===== src/rtl/divider_top_if.sv =====
// Byte-wide pad interface of the serial divider: operand bytes in, result bytes out.
// No latency of its own; it only bundles wires.
// No backpressure: pushes are strobes and results stream out unconditionally.
interface divider_top_if;
   logic [7:0] data_in_in;
   logic       push_in;
   logic       sign;
   logic       select;
   logic [7:0] data_out_out;
   logic       pull_out;
   logic       sign_out;

   // Pad/bus side: drives operands, observes the result stream
   modport master (
      output data_in_in, push_in, sign, select,
      input  data_out_out, pull_out, sign_out
   );

   // Divider side
   modport slave (
      input  data_in_in, push_in, sign, select,
      output data_out_out, pull_out, sign_out
   );
endinterface


===== src/rtl/divider_top.sv =====
// Byte-serial 32-bit divider: 8 pushed bytes -> operand FIFO -> radix-2 SRT core -> 8 result bytes.
// Latency: first result byte 3 + (lz+1) cycles after the op reaches an idle core (at most 35 cycles).
// No backpressure: an op completing while the FIFO is full is dropped; results stream without stalls.
module divider_top #(
   parameter int DATA_WIDTH       = 65,
   parameter int BUFFER_DEPTH     = 4,
   parameter int LOG_BUFFER_DEPTH = 3,
   parameter int WIDTH            = 32,
   parameter int EXPWIDTH         = 6
) (
   input  logic          clk,
   input  logic          rst_n,
   divider_top_if.slave  bus
);

   localparam int SRW = 2 * WIDTH - 8;        // bytes held before the final one arrives
   localparam int WW  = WIDTH + 3;            // partial remainder: 2*W must fit signed
   localparam int AW  = LOG_BUFFER_DEPTH - 1; // FIFO index width without wrap bit

   typedef enum logic [1:0] {C_IDLE, C_ITER, C_CORR, C_DONE} core_state_t;

   // ------------------------------------------------------------------
   // Byte assembly
   // ------------------------------------------------------------------
   logic [2:0]            byte_cnt;
   logic [SRW-1:0]        byte_sr;
   logic                  word_vld;
   logic [DATA_WIDTH-1:0] word_dat;

   // The FP32 mode select behaves exactly like integer mode, so it is not consumed.
   logic unused_select;
   assign unused_select = bus.select;

   // Eighth byte completes a word; sign is taken from that same cycle
   always_comb begin
      word_vld = bus.push_in && (byte_cnt == 3'd7);
      word_dat = {bus.sign, byte_sr, bus.data_in_in};
   end

   // Count pushed bytes and shift them in, most significant first
   always_ff @(posedge clk) begin
      if (!rst_n) begin
         byte_cnt <= '0;
         byte_sr  <= '0;
      end else if (bus.push_in) begin
         byte_cnt <= byte_cnt + 3'd1;
         byte_sr  <= {byte_sr[SRW-9:0], bus.data_in_in};
      end
   end

   // ------------------------------------------------------------------
   // Operand FIFO. The head entry stays resident while the core works on
   // it and is popped only when its result moves to the serializer, so
   // the occupancy includes the operation in flight.
   // ------------------------------------------------------------------
   logic [DATA_WIDTH-1:0]       fifo_mem [BUFFER_DEPTH];
   logic [LOG_BUFFER_DEPTH-1:0] wr_ptr;
   logic [LOG_BUFFER_DEPTH-1:0] rd_ptr;
   logic                        fifo_empty;
   logic                        fifo_full;
   logic                        fifo_push;
   logic                        fifo_pop;
   logic [DATA_WIDTH-1:0]       head;
   logic                        take;

   // Full/empty from wrap-bit pointers; a pop frees the slot for a same-cycle push
   always_comb begin
      fifo_empty = (wr_ptr == rd_ptr);
      fifo_full  = (wr_ptr[AW] != rd_ptr[AW]) && (wr_ptr[AW-1:0] == rd_ptr[AW-1:0]);
      fifo_pop   = take;
      fifo_push  = word_vld && (!fifo_full || fifo_pop);
      head       = fifo_mem[rd_ptr[AW-1:0]];
   end

   // FIFO storage and pointers
   always_ff @(posedge clk) begin
      if (!rst_n) begin
         wr_ptr <= '0;
         rd_ptr <= '0;
         for (int i = 0; i < BUFFER_DEPTH; i++) fifo_mem[i] <= '0;
      end else begin
         if (fifo_push) begin
            fifo_mem[wr_ptr[AW-1:0]] <= word_dat;
            wr_ptr <= wr_ptr + LOG_BUFFER_DEPTH'(1);
         end
         if (fifo_pop) rd_ptr <= rd_ptr + LOG_BUFFER_DEPTH'(1);
      end
   end

   // ------------------------------------------------------------------
   // SRT core. Partial remainder W is scaled so that 2^33 represents 1.0;
   // the divisor is normalised into [1/2,1) and stored doubled (d2). The
   // dividend enters below 1/2, so lz+1 digits yield the integer quotient
   // and the remainder is W shifted back down by lz+1.
   // ------------------------------------------------------------------
   core_state_t          core_state;
   logic [WW-1:0]        w;
   logic [WW-1:0]        d2;
   logic [WIDTH-1:0]     qp;         // quotient so far
   logic [WIDTH-1:0]     qm;         // quotient so far minus one
   logic [EXPWIDTH-1:0]  cnt;
   logic [EXPWIDTH-1:0]  sh;
   logic                 op_sgn;
   logic                 q_sgn;
   logic                 z_sgn;
   logic [WIDTH-1:0]     q_res;
   logic [WIDTH-1:0]     r_res;

   logic                 head_sgn;
   logic [WIDTH-1:0]     head_z;
   logic [WIDTH-1:0]     head_d;
   logic [WIDTH-1:0]     z_mag;
   logic [WIDTH-1:0]     d_mag;
   logic [EXPWIDTH-1:0]  lz;
   logic [WW-1:0]        d2_init;

   // Unpack the head entry and normalise its divisor magnitude
   always_comb begin
      head_sgn = head[DATA_WIDTH-1];
      head_z   = head[2*WIDTH-1:WIDTH];
      head_d   = head[WIDTH-1:0];
      z_mag    = head_sgn ? {1'b0, head_z[WIDTH-2:0]} : head_z;
      d_mag    = head_sgn ? {1'b0, head_d[WIDTH-2:0]} : head_d;
      lz       = '0;
      for (int i = 0; i < WIDTH; i++) begin
         if (d_mag[i]) lz = EXPWIDTH'(WIDTH - 1 - i);
      end
      d2_init  = WW'(d_mag) << (lz + EXPWIDTH'(1));
   end

   logic [WW-1:0]    w2;
   logic [WW-1:0]    w_next;
   logic [WIDTH-1:0] qp_next;
   logic [WIDTH-1:0] qm_next;

   // One SRT digit from the top three bits of 2W, with on-the-fly quotient update
   always_comb begin
      w2 = {w[WW-2:0], 1'b0};
      if (!w2[WW-1]) begin
         w_next  = w2 - d2;                       // digit +1
         qp_next = {qp[WIDTH-2:0], 1'b1};
         qm_next = {qp[WIDTH-2:0], 1'b0};
      end else if (w2[WW-1:WW-3] == 3'b111) begin
         w_next  = w2;                            // digit 0
         qp_next = {qp[WIDTH-2:0], 1'b0};
         qm_next = {qm[WIDTH-2:0], 1'b1};
      end else begin
         w_next  = w2 + d2;                       // digit -1
         qp_next = {qm[WIDTH-2:0], 1'b1};
         qm_next = {qm[WIDTH-2:0], 1'b0};
      end
   end

   logic [WW-1:0]    w_fix;
   logic [WIDTH-1:0] q_mag;
   logic [WIDTH-1:0] r_mag;
   logic [WIDTH-1:0] q_fin;
   logic [WIDTH-1:0] r_fin;

   // Negative final remainder: add the divisor back and take quotient-minus-one
   always_comb begin
      w_fix = w[WW-1] ? (w + d2) : w;
      q_mag = w[WW-1] ? qm : qp;
      r_mag = WIDTH'(w_fix >> sh);
      q_fin = op_sgn ? {q_sgn, q_mag[WIDTH-2:0]} : q_mag;
      r_fin = op_sgn ? {z_sgn, r_mag[WIDTH-2:0]} : r_mag;
   end

   // Core sequencer: load from FIFO head, iterate lz+1 digits, correct, hand over
   always_ff @(posedge clk) begin
      if (!rst_n) begin
         core_state <= C_IDLE;
         w          <= '0;
         d2         <= '0;
         qp         <= '0;
         qm         <= '0;
         cnt        <= '0;
         sh         <= '0;
         op_sgn     <= 1'b0;
         q_sgn      <= 1'b0;
         z_sgn      <= 1'b0;
         q_res      <= '0;
         r_res      <= '0;
      end else begin
         case (core_state)
            C_IDLE: begin
               if (!fifo_empty) begin
                  op_sgn <= head_sgn;
                  q_sgn  <= head_z[WIDTH-1] ^ head_d[WIDTH-1];
                  z_sgn  <= head_z[WIDTH-1];
                  if (d_mag == '0) begin
                     q_res      <= '1;
                     r_res      <= head_z;
                     core_state <= C_DONE;
                  end else begin
                     w          <= WW'(z_mag);
                     d2         <= d2_init;
                     qp         <= '0;
                     qm         <= '1;
                     cnt        <= lz + EXPWIDTH'(1);
                     sh         <= lz + EXPWIDTH'(1);
                     core_state <= C_ITER;
                  end
               end
            end
            C_ITER: begin
               w   <= w_next;
               qp  <= qp_next;
               qm  <= qm_next;
               cnt <= cnt - EXPWIDTH'(1);
               if (cnt == EXPWIDTH'(1)) core_state <= C_CORR;
            end
            C_CORR: begin
               q_res      <= q_fin;
               r_res      <= r_fin;
               core_state <= C_DONE;
            end
            default: begin
               if (take) core_state <= C_IDLE;
            end
         endcase
      end
   end

   // ------------------------------------------------------------------
   // Result serializer: remainder bytes then quotient bytes, LSB first
   // ------------------------------------------------------------------
   logic           ser_busy;
   logic [2:0]     ser_cnt;
   logic [SRW-1:0] ser_sr;
   logic [7:0]     out_dat;
   logic           out_pull;
   logic           out_sgn;

   // A finished result is taken when idle or while the last byte is on the bus
   always_comb begin
      take = (core_state == C_DONE) && (!ser_busy || (ser_cnt == 3'd7));
   end

   // Stream eight bytes, marking the first and holding the sign mode throughout
   always_ff @(posedge clk) begin
      if (!rst_n) begin
         ser_busy <= 1'b0;
         ser_cnt  <= '0;
         ser_sr   <= '0;
         out_dat  <= '0;
         out_pull <= 1'b0;
         out_sgn  <= 1'b0;
      end else if (take) begin
         ser_busy <= 1'b1;
         ser_cnt  <= '0;
         ser_sr   <= {q_res, r_res[WIDTH-1:8]};
         out_dat  <= r_res[7:0];
         out_pull <= 1'b1;
         out_sgn  <= op_sgn;
      end else if (ser_busy) begin
         out_pull <= 1'b0;
         if (ser_cnt == 3'd7) begin
            ser_busy <= 1'b0;
            out_dat  <= '0;
            out_sgn  <= 1'b0;
         end else begin
            ser_cnt  <= ser_cnt + 3'd1;
            out_dat  <= ser_sr[7:0];
            ser_sr   <= ser_sr >> 8;
         end
      end
   end

   assign bus.data_out_out = out_dat;
   assign bus.pull_out     = out_pull;
   assign bus.sign_out     = out_sgn;

endmodule


===== src/flat_wrapper.sv =====
// flat-port wrapper written by rule: the top's interface ports become plain ports
module divider_top_flat 
#(
   parameter int DATA_WIDTH       = 65,
   parameter int BUFFER_DEPTH     = 4,
   parameter int LOG_BUFFER_DEPTH = 3,
   parameter int WIDTH            = 32,
   parameter int EXPWIDTH         = 6
)
  (clk, rst_n, bus_data_in_in, bus_push_in, bus_sign, bus_select, bus_data_out_out, bus_pull_out, bus_sign_out);
  divider_top_if bus_i ();
  input  logic clk;
  input  logic rst_n;
  input wire logic [$bits(bus_i.data_in_in)-1:0] bus_data_in_in;
  input wire logic [$bits(bus_i.push_in)-1:0] bus_push_in;
  input wire logic [$bits(bus_i.sign)-1:0] bus_sign;
  input wire logic [$bits(bus_i.select)-1:0] bus_select;
  output wire logic [$bits(bus_i.data_out_out)-1:0] bus_data_out_out;
  output wire logic [$bits(bus_i.pull_out)-1:0] bus_pull_out;
  output wire logic [$bits(bus_i.sign_out)-1:0] bus_sign_out;
  assign bus_i.data_in_in = bus_data_in_in;
  assign bus_i.push_in = bus_push_in;
  assign bus_i.sign = bus_sign;
  assign bus_i.select = bus_select;
  assign bus_data_out_out = bus_i.data_out_out;
  assign bus_pull_out = bus_i.pull_out;
  assign bus_sign_out = bus_i.sign_out;
  divider_top #(.DATA_WIDTH(DATA_WIDTH), .BUFFER_DEPTH(BUFFER_DEPTH), .LOG_BUFFER_DEPTH(LOG_BUFFER_DEPTH), .WIDTH(WIDTH), .EXPWIDTH(EXPWIDTH)) u_core (.clk(clk), .rst_n(rst_n), .bus(bus_i));
endmodule

===== config.mk =====
export PLATFORM = sky130hd
export DESIGN_NAME = divider_top_flat
export DESIGN_NICKNAME = d
export VERILOG_FILES = /design/src/rtl/divider_top_if.sv /design/src/rtl/divider_top.sv /design/src/flat_wrapper.sv
export SDC_FILE = /design/constraint.sdc
export NUM_CORES = 2
export LEC_CHECK = 0
export CAP_MARGIN = 20
export CORE_MARGIN = 10
export CORE_UTILIZATION = 60
export DETAILED_ROUTE_END_ITERATION = 6
export GPL_TIMING_DRIVEN = 0
export MAX_ROUTING_LAYER = met4
export PLACE_DENSITY = 0.8
export SLEW_MARGIN = 30
export SYNTH_ARGS = -nofsm -noshare
export SYNTH_HDL_FRONTEND = slang
export SYNTH_SLANG_ARGS = --single-unit

===== constraint.sdc =====
create_clock -name clk -period 12.1 [get_ports clk]
set_input_delay 2.42 -clock clk [delete_from_list [all_inputs] [get_ports clk]]
set_output_delay 2.42 -clock clk [all_outputs]
set_load 0.01 [all_outputs]

* Word-level counts from Yosys, hierarchy flattened
Memory sizes are Yosys's and may differ from the RTL's. A register that Yosys moved wholly into a read port is not among the register bits.
Index checks and enable logic that the tools add are counted.
** Word-level totals
- Register bits after elaboration :: 350
- Bits in writable memories :: 260
- Bits of input ports :: 13
- Output and inout port bits :: 10
- Word-level logic and storage cells :: 169
- Memories :: 1
** Operators by class
- $add $sub $neg :: 9
- Equality and inequality tests :: 15
- Shift-type cells :: 2
- Multiplexer cells :: 90
- Bitwise gates (word level) :: 5
- Reductions and logical operators :: 25
** Memories
- u_core.fifo_mem :: words 4, bits a word 65, read ports 1, clocked after Yosys merged registers in 1, wr ports 4, RTL line divider_top.sv:56 : logic [DATA_WIDTH-1:0] fifo_mem [BUFFER_DEPTH];
** Operators by type and width (number)
- $mux W32 :: 16
- $pmux W32 S2 :: 4
- $mux W35 :: 5
- $mux W56 :: 3
- $mux W5 :: 32
- $add A35 B35 Y35 :: 2
- $pmux W35 S2 :: 1
- $mux W65 :: 1
- $reduce_or A65 Y1 :: 1
- $shl A32 B6 Y35 :: 1
- $shr A35 B6 Y32 :: 1
- $sub A35 B35 Y35 :: 1
- $logic_not A32 Y1 :: 1
- $mux W8 :: 3
- $mux W1 :: 14
- $mux W2 :: 7
- $add A3 B1 Y3 const B :: 4
- $mux W6 :: 2
- $pmux W6 S2 :: 1
- $reduce_and A3 Y1 :: 4
- $eq A3 B3 Y1 const B :: 3
- $reduce_and A2 Y1 :: 4
- $reduce_bool A2 Y1 :: 4
- $add A5 B1 Y6 const B :: 1
- other kinds (18) :: 30

* Depth between registers and ports, before layout
- Depth after elaboration :: 37
- Depth in mapped cells :: 20
- Gate-level depth less buffers :: 16

* Worst setup path before layout
No wires, ideal clock.
- Path kind :: input-to-reg
- Start :: input bus_push_in
- End :: memory u_core.fifo_mem[2][0], enable pin
- Library setup time :: 0.434 ns
- Arrival :: 5.286 ns
- Required time :: 11.666 ns
- Slack :: 6.380 ns
- Stages :: 7
- Path buffers :: 2
- Path through :: clkbuf_1 > nand2_1 > a31oi_1 > nand2_1 > nor3b_1 > clkbuf_1 > nand2b_1
** RTL lines
- from (decl) :: RTL line flat_wrapper.sv:15 : input wire logic [$bits(bus_i.push_in)-1:0] bus_push_in;
- to (decl) :: RTL line divider_top.sv:56

==> flow_summary.rst <==
.. list-table::
   :header-rows: 1

   * - Metric
     - Value
   * - Result of the run
     - finished with violations
   * - Failing checks
     - design-rule violations
   * - Die ar.
     - 71300 µm²
   * - Critical path's largest stage delay
     - 590 ps
   * - Instance count after placement with tap cells included
     - 4690
   * - Post-synth cell types
     - 105
   * - Cell area after layout
     - 40180 µm²
   * - Die span in x
     - 267.0 µm
   * - Worst hold-check slack
     - 477.2 ps
   * - Tot GR Track Use
     - 0.3713
   * - Startpoint kind of the worst setup timing path
     - flip-flop
   * - RSZ-0062 raised after global routing
     - no
   * - Total routed wirelength
     - 131300 µm
   * - Detailed-placement wirelength estimate
     - 97490 µm
   * - Clock-pin slew on the worst setup and hold paths
     - 60 ps
   * - Detailed-route wire length per cell
     - 27.31 µm
   * - Layout Skew
     - 39.61 ps
   * - Top cells by area in the synthesized netlist
     - sky130_fd_sc_hd__edfxtp_1, sky130_fd_sc_hd__dfxtp_1, sky130_fd_sc_hd__mux2i_1
   * - CTS tree
     - yes
   * - Crit end category
     - flip-flop
   * - Post-Syn Area
     - 36610 µm²
   * - Layout filler cell count
     - 4780
   * - Max Clock Freq
     - 170.2 MHz
   * - LEAKAGE
     - 15.11 nW
   * - Via count of the first global-routing pass
     - 30940
   * - Biggest fanout along the worst timing path
     - 10
   * - Max transition margin
     - 0.2261
   * - Largest net degree at the start of global routing
     - 41
   * - First-pass GRT wire length
     - 195800 µm
   * - Number of buffers inserted to repair setup after CTS
     - 0
   * - Count of TritonRoute iterations in the first routing pass
     - 7
   * - Initial antenna violation count
     - 4
   * - Insertion delay to the later sink of the worst-skew pair
     - 660 ps
   * - Multi-input logic area
     - 20190 µm²
   * - Min-delay worst type
     - flip-flop to flip-flop
   * - Category of the most critical setup path
     - flip-flop to flip-flop
   * - Post-layout net count
     - 4101
   * - Initial DRC count
     - 4319
   * - Post-detailed-route count of antenna-violating nets
     - 0
   * - Effective utilization at floorplan
     - 0.6066
   * - Syn-to-layout area delta
     - 9.753%
   * - Crit path buffers/inverters
     - 7
   * - Number of setup violations in the final report
     - 0
   * - Actual transition at the worst max-transition pin
     - 1161 ps
   * - Setup Total Neg Slack
     - 0 ps
   * - Met2 wire len
     - 58620 µm
   * - Total of warnings raised by yosys
     - 0
   * - Overall via count from detail_route
     - 32900
   * - Post-layout min period
     - 5875 ps
   * - Total power divided by cell area
     - 117.0 nW/µm²
   * - Total met3 wirelength after detailed routing
     - 14640 µm
   * - Placeable core area
     - 60360 µm²
   * - I/O Buffers
     - 19
   * - Number of DRC violations after detailed routing
     - 1
   * - Reported max-cap violation count
     - 0
   * - Maximum vdd drop
     - 0.0001640 V
   * - Share of the synthesized area in the top cell type
     - 0.2132
   * - Final Hold Fails
     - 0
   * - Final Max Tran Viols
     - 0
   * - CP max stage cell
     - sky130_fd_sc_hd__nor2_1
   * - Predominant post-synthesis flop cell
     - sky130_fd_sc_hd__dfxtp_1
   * - Area used by sequential logic in the layout
     - 14850 µm²
   * - Most frequent cell after synthesis
     - sky130_fd_sc_hd__nor2_1
   * - Uppermost layer routed
     - met4
   * - H-tree depth reported by CTS
     - 2
   * - Sinks on the clock net
     - 612
   * - Number of cells upsized or downsized after cts
     - 0
   * - Inserted Clock Buffers
     - 61
   * - Max clock buf depth
     - 3
   * - Chip Height
     - 267.0 µm
   * - Most area-hungry cell type in the Yosys netlist
     - sky130_fd_sc_hd__edfxtp_1
   * - Wire length the detailed router placed on met1
     - 49550 µm
   * - Synthesized area per cell
     - 9.424 µm²
   * - EDFF count, synth
     - 260
   * - Number of placed I/O pins
     - 23
   * - Synthesis-stage register bit count
     - 612
   * - Number of instances in the synthesized netlist
     - 3885
   * - Root buffer cell
     - sky130_fd_sc_hd__clkbuf_16
   * - Hold-fix buffer count after cts
     - 0
   * - Row cnt
     - 90
   * - Synth async-reset ratio
     - 0
   * - Worst endpoint required time
     - 12650 ps
   * - Top cell family by delay on the critical path
     - buffers and inverters
   * - Fin crit share
     - 0.4855
   * - CP most frequent cell
     - sky130_fd_sc_hd__buf_2
   * - Post-Synthesis Net Count
     - 4015
   * - Signal arrival time at the worst endpoint
     - 6420 ps
   * - Most numerous cell types in the synthesized netlist
     - sky130_fd_sc_hd__nor2_1, sky130_fd_sc_hd__nand2_1, sky130_fd_sc_hd__dfxtp_1, sky130_fd_sc_hd__mux2i_1, sky130_fd_sc_hd__edfxtp_1
   * - Final weighted congestion of routability-driven global placement
     - 1.057
   * - Count of non-filler cells in the finished layout
     - 4809
   * - Layout cells sized above 1
     - 0.08128
   * - Critical Path, Cell by Cell
     - buf_2 -> buf_2 -> buf_2 -> mux4_2 -> or3_1 -> clkinv_1 -> o211ai_2 -> nand2_2 -> buf_2 -> buf_4 -> ha_1 -> o21ai_0 -> nor3_1 -> nand2b_1 -> clkbuf_1 -> nor2_1 -> nand4b_1 -> a21oi_1
   * - Via density per instance
     - 6.841
   * - Total overflow reported by the global router
     - 0
   * - Design Power
     - 4.703 mW
   * - Standard cell area after detailed placement
     - 37920 µm²
   * - Sequential share of the synthesized area
     - 0.4057
==> through the flow <==
step | util | setup slack (ps)
2_1_floorplan | - | 6380
3_3_place_gp | 0.6260 | 3775
3_5_place_dp | 0.6283 | 6087
4_1_cts | 0.6655 | 6279
5_1_grt | 0.6657 | 6020
6_report | 0.6658 | 6225
==> worst paths after layout <==
kind / startpoint / slack [ps] / to / depth (start not counted)
max: flip-flop / 6220 / u_core.d2[28] / 18
max reg2reg: flip-flop / 6220 / u_core.d2[28] / 18
min reg2reg: u_core.bus.pull_out / 480 / u_core.bus.pull_out / 2
min: u_core.bus.pull_out / 480 / u_core.bus.pull_out / 2
==> layer usage <==
layer / track usage / vias up
li1: - / 14510
met5: - / -
met1: 0.4594 / 15870
met4: 0.2054 / 0
met3: 0.08117 / 532
met2: 0.5605 / 1982
==> sequential cells by signal, summed over array words and instances, names as in the netlist, named ones only <==
name                     flops
u_core.byte_sr              56
u_core.rd_ptr                3
u_core.cnt                   6
u_core.d2                   35
u_core.ser_sr               56
u_core.bus.pull_out          1
u_core.op_sgn                1
u_core.qm                   32
u_core.r_res                32
u_core.core_state            2
u_core.byte_cnt              3
u_core.w                    35
u_core.ser_busy              1
u_core.q_sgn                 1
u_core.sh                    6
u_core.q_res                32
u_core.wr_ptr                3
u_core.bus.data_out_out      8
u_core.ser_cnt               3
u_core.bus.sign_out          1
u_core.z_sgn                 1
u_core.qp                   32
u_core.fifo_mem            260
==> power by group <==
group / leakage, nW / internal (mW) / switching [mW]
clock: 1.11 / 1.25 / 0.848
combinational: 8.48 / 0.121 / 0.278
sequential: 5.52 / 2.18 / 0.0207
total: 15.1 / 3.56 / 1.15
==> final cells by class <==
| class | instances | share of cell area |
|---|---|---|
| multi-input cells | 2875 | 0.5024 |
| repair buffers | 23 | 0.006912 |
| clock inverters | 35 | 0.01236 |
| diodes | 4 | 0.0002491 |
| flip-flops and latches | 612 | 0.3697 |
| clock buffers | 80 | 0.04353 |
| plain buffers | 293 | 0.03070 |
| well taps | 782 | 0.02435 |
| inverters | 105 | 0.009808 |
==> logic make-up after synthesis <==
logic type / after synthesis / synth area share
flip-flops: 612 / 0.4057
XOR/XNOR: 86 / 0.02180
buffers and inverters: 398 / 0.04415
AND/OR/NAND/NOR: 1322 / 0.1750
multiplexers: 375 / 0.1310
adder cells (fa/ha/maj): 117 / 0.04060
AO/OA/AOI/OAI: 975 / 0.1817
==> worst reg2reg max path, delay by kind of cell, from the launching register on <==
kind                       cells  cell delay, ps
AOI/OAI and AO/OA              3             480
adders and majority gates      1             390
buffers and inverters          7            2150
DFF                            1             360
muxes                          1             420
and+or+nand+nor                6            2000
==> cells in the final DEF (no fill, tap or decap), types with 47 or more instances in the layout <==
master                      instances
sky130_fd_sc_hd__mux4_2            81
sky130_fd_sc_hd__ha_1             114
sky130_fd_sc_hd__clkbuf_16         62
sky130_fd_sc_hd__a21oi_1          253
sky130_fd_sc_hd__dfxtp_1          352
sky130_fd_sc_hd__xnor2_1           56
sky130_fd_sc_hd__a211oi_1         100
sky130_fd_sc_hd__a311oi_1          71
sky130_fd_sc_hd__nand3_1           62
sky130_fd_sc_hd__mux2i_1          270
sky130_fd_sc_hd__nor3_1            47
sky130_fd_sc_hd__edfxtp_1         260
sky130_fd_sc_hd__inv_1            100
sky130_fd_sc_hd__nand2_1          354
sky130_fd_sc_hd__o21ai_0          154
sky130_fd_sc_hd__and2_1           215
sky130_fd_sc_hd__and3_1            87
sky130_fd_sc_hd__nor2_1           387
sky130_fd_sc_hd__clkbuf_1         223
Note: power is estimated with default switching activity, not from simulation.
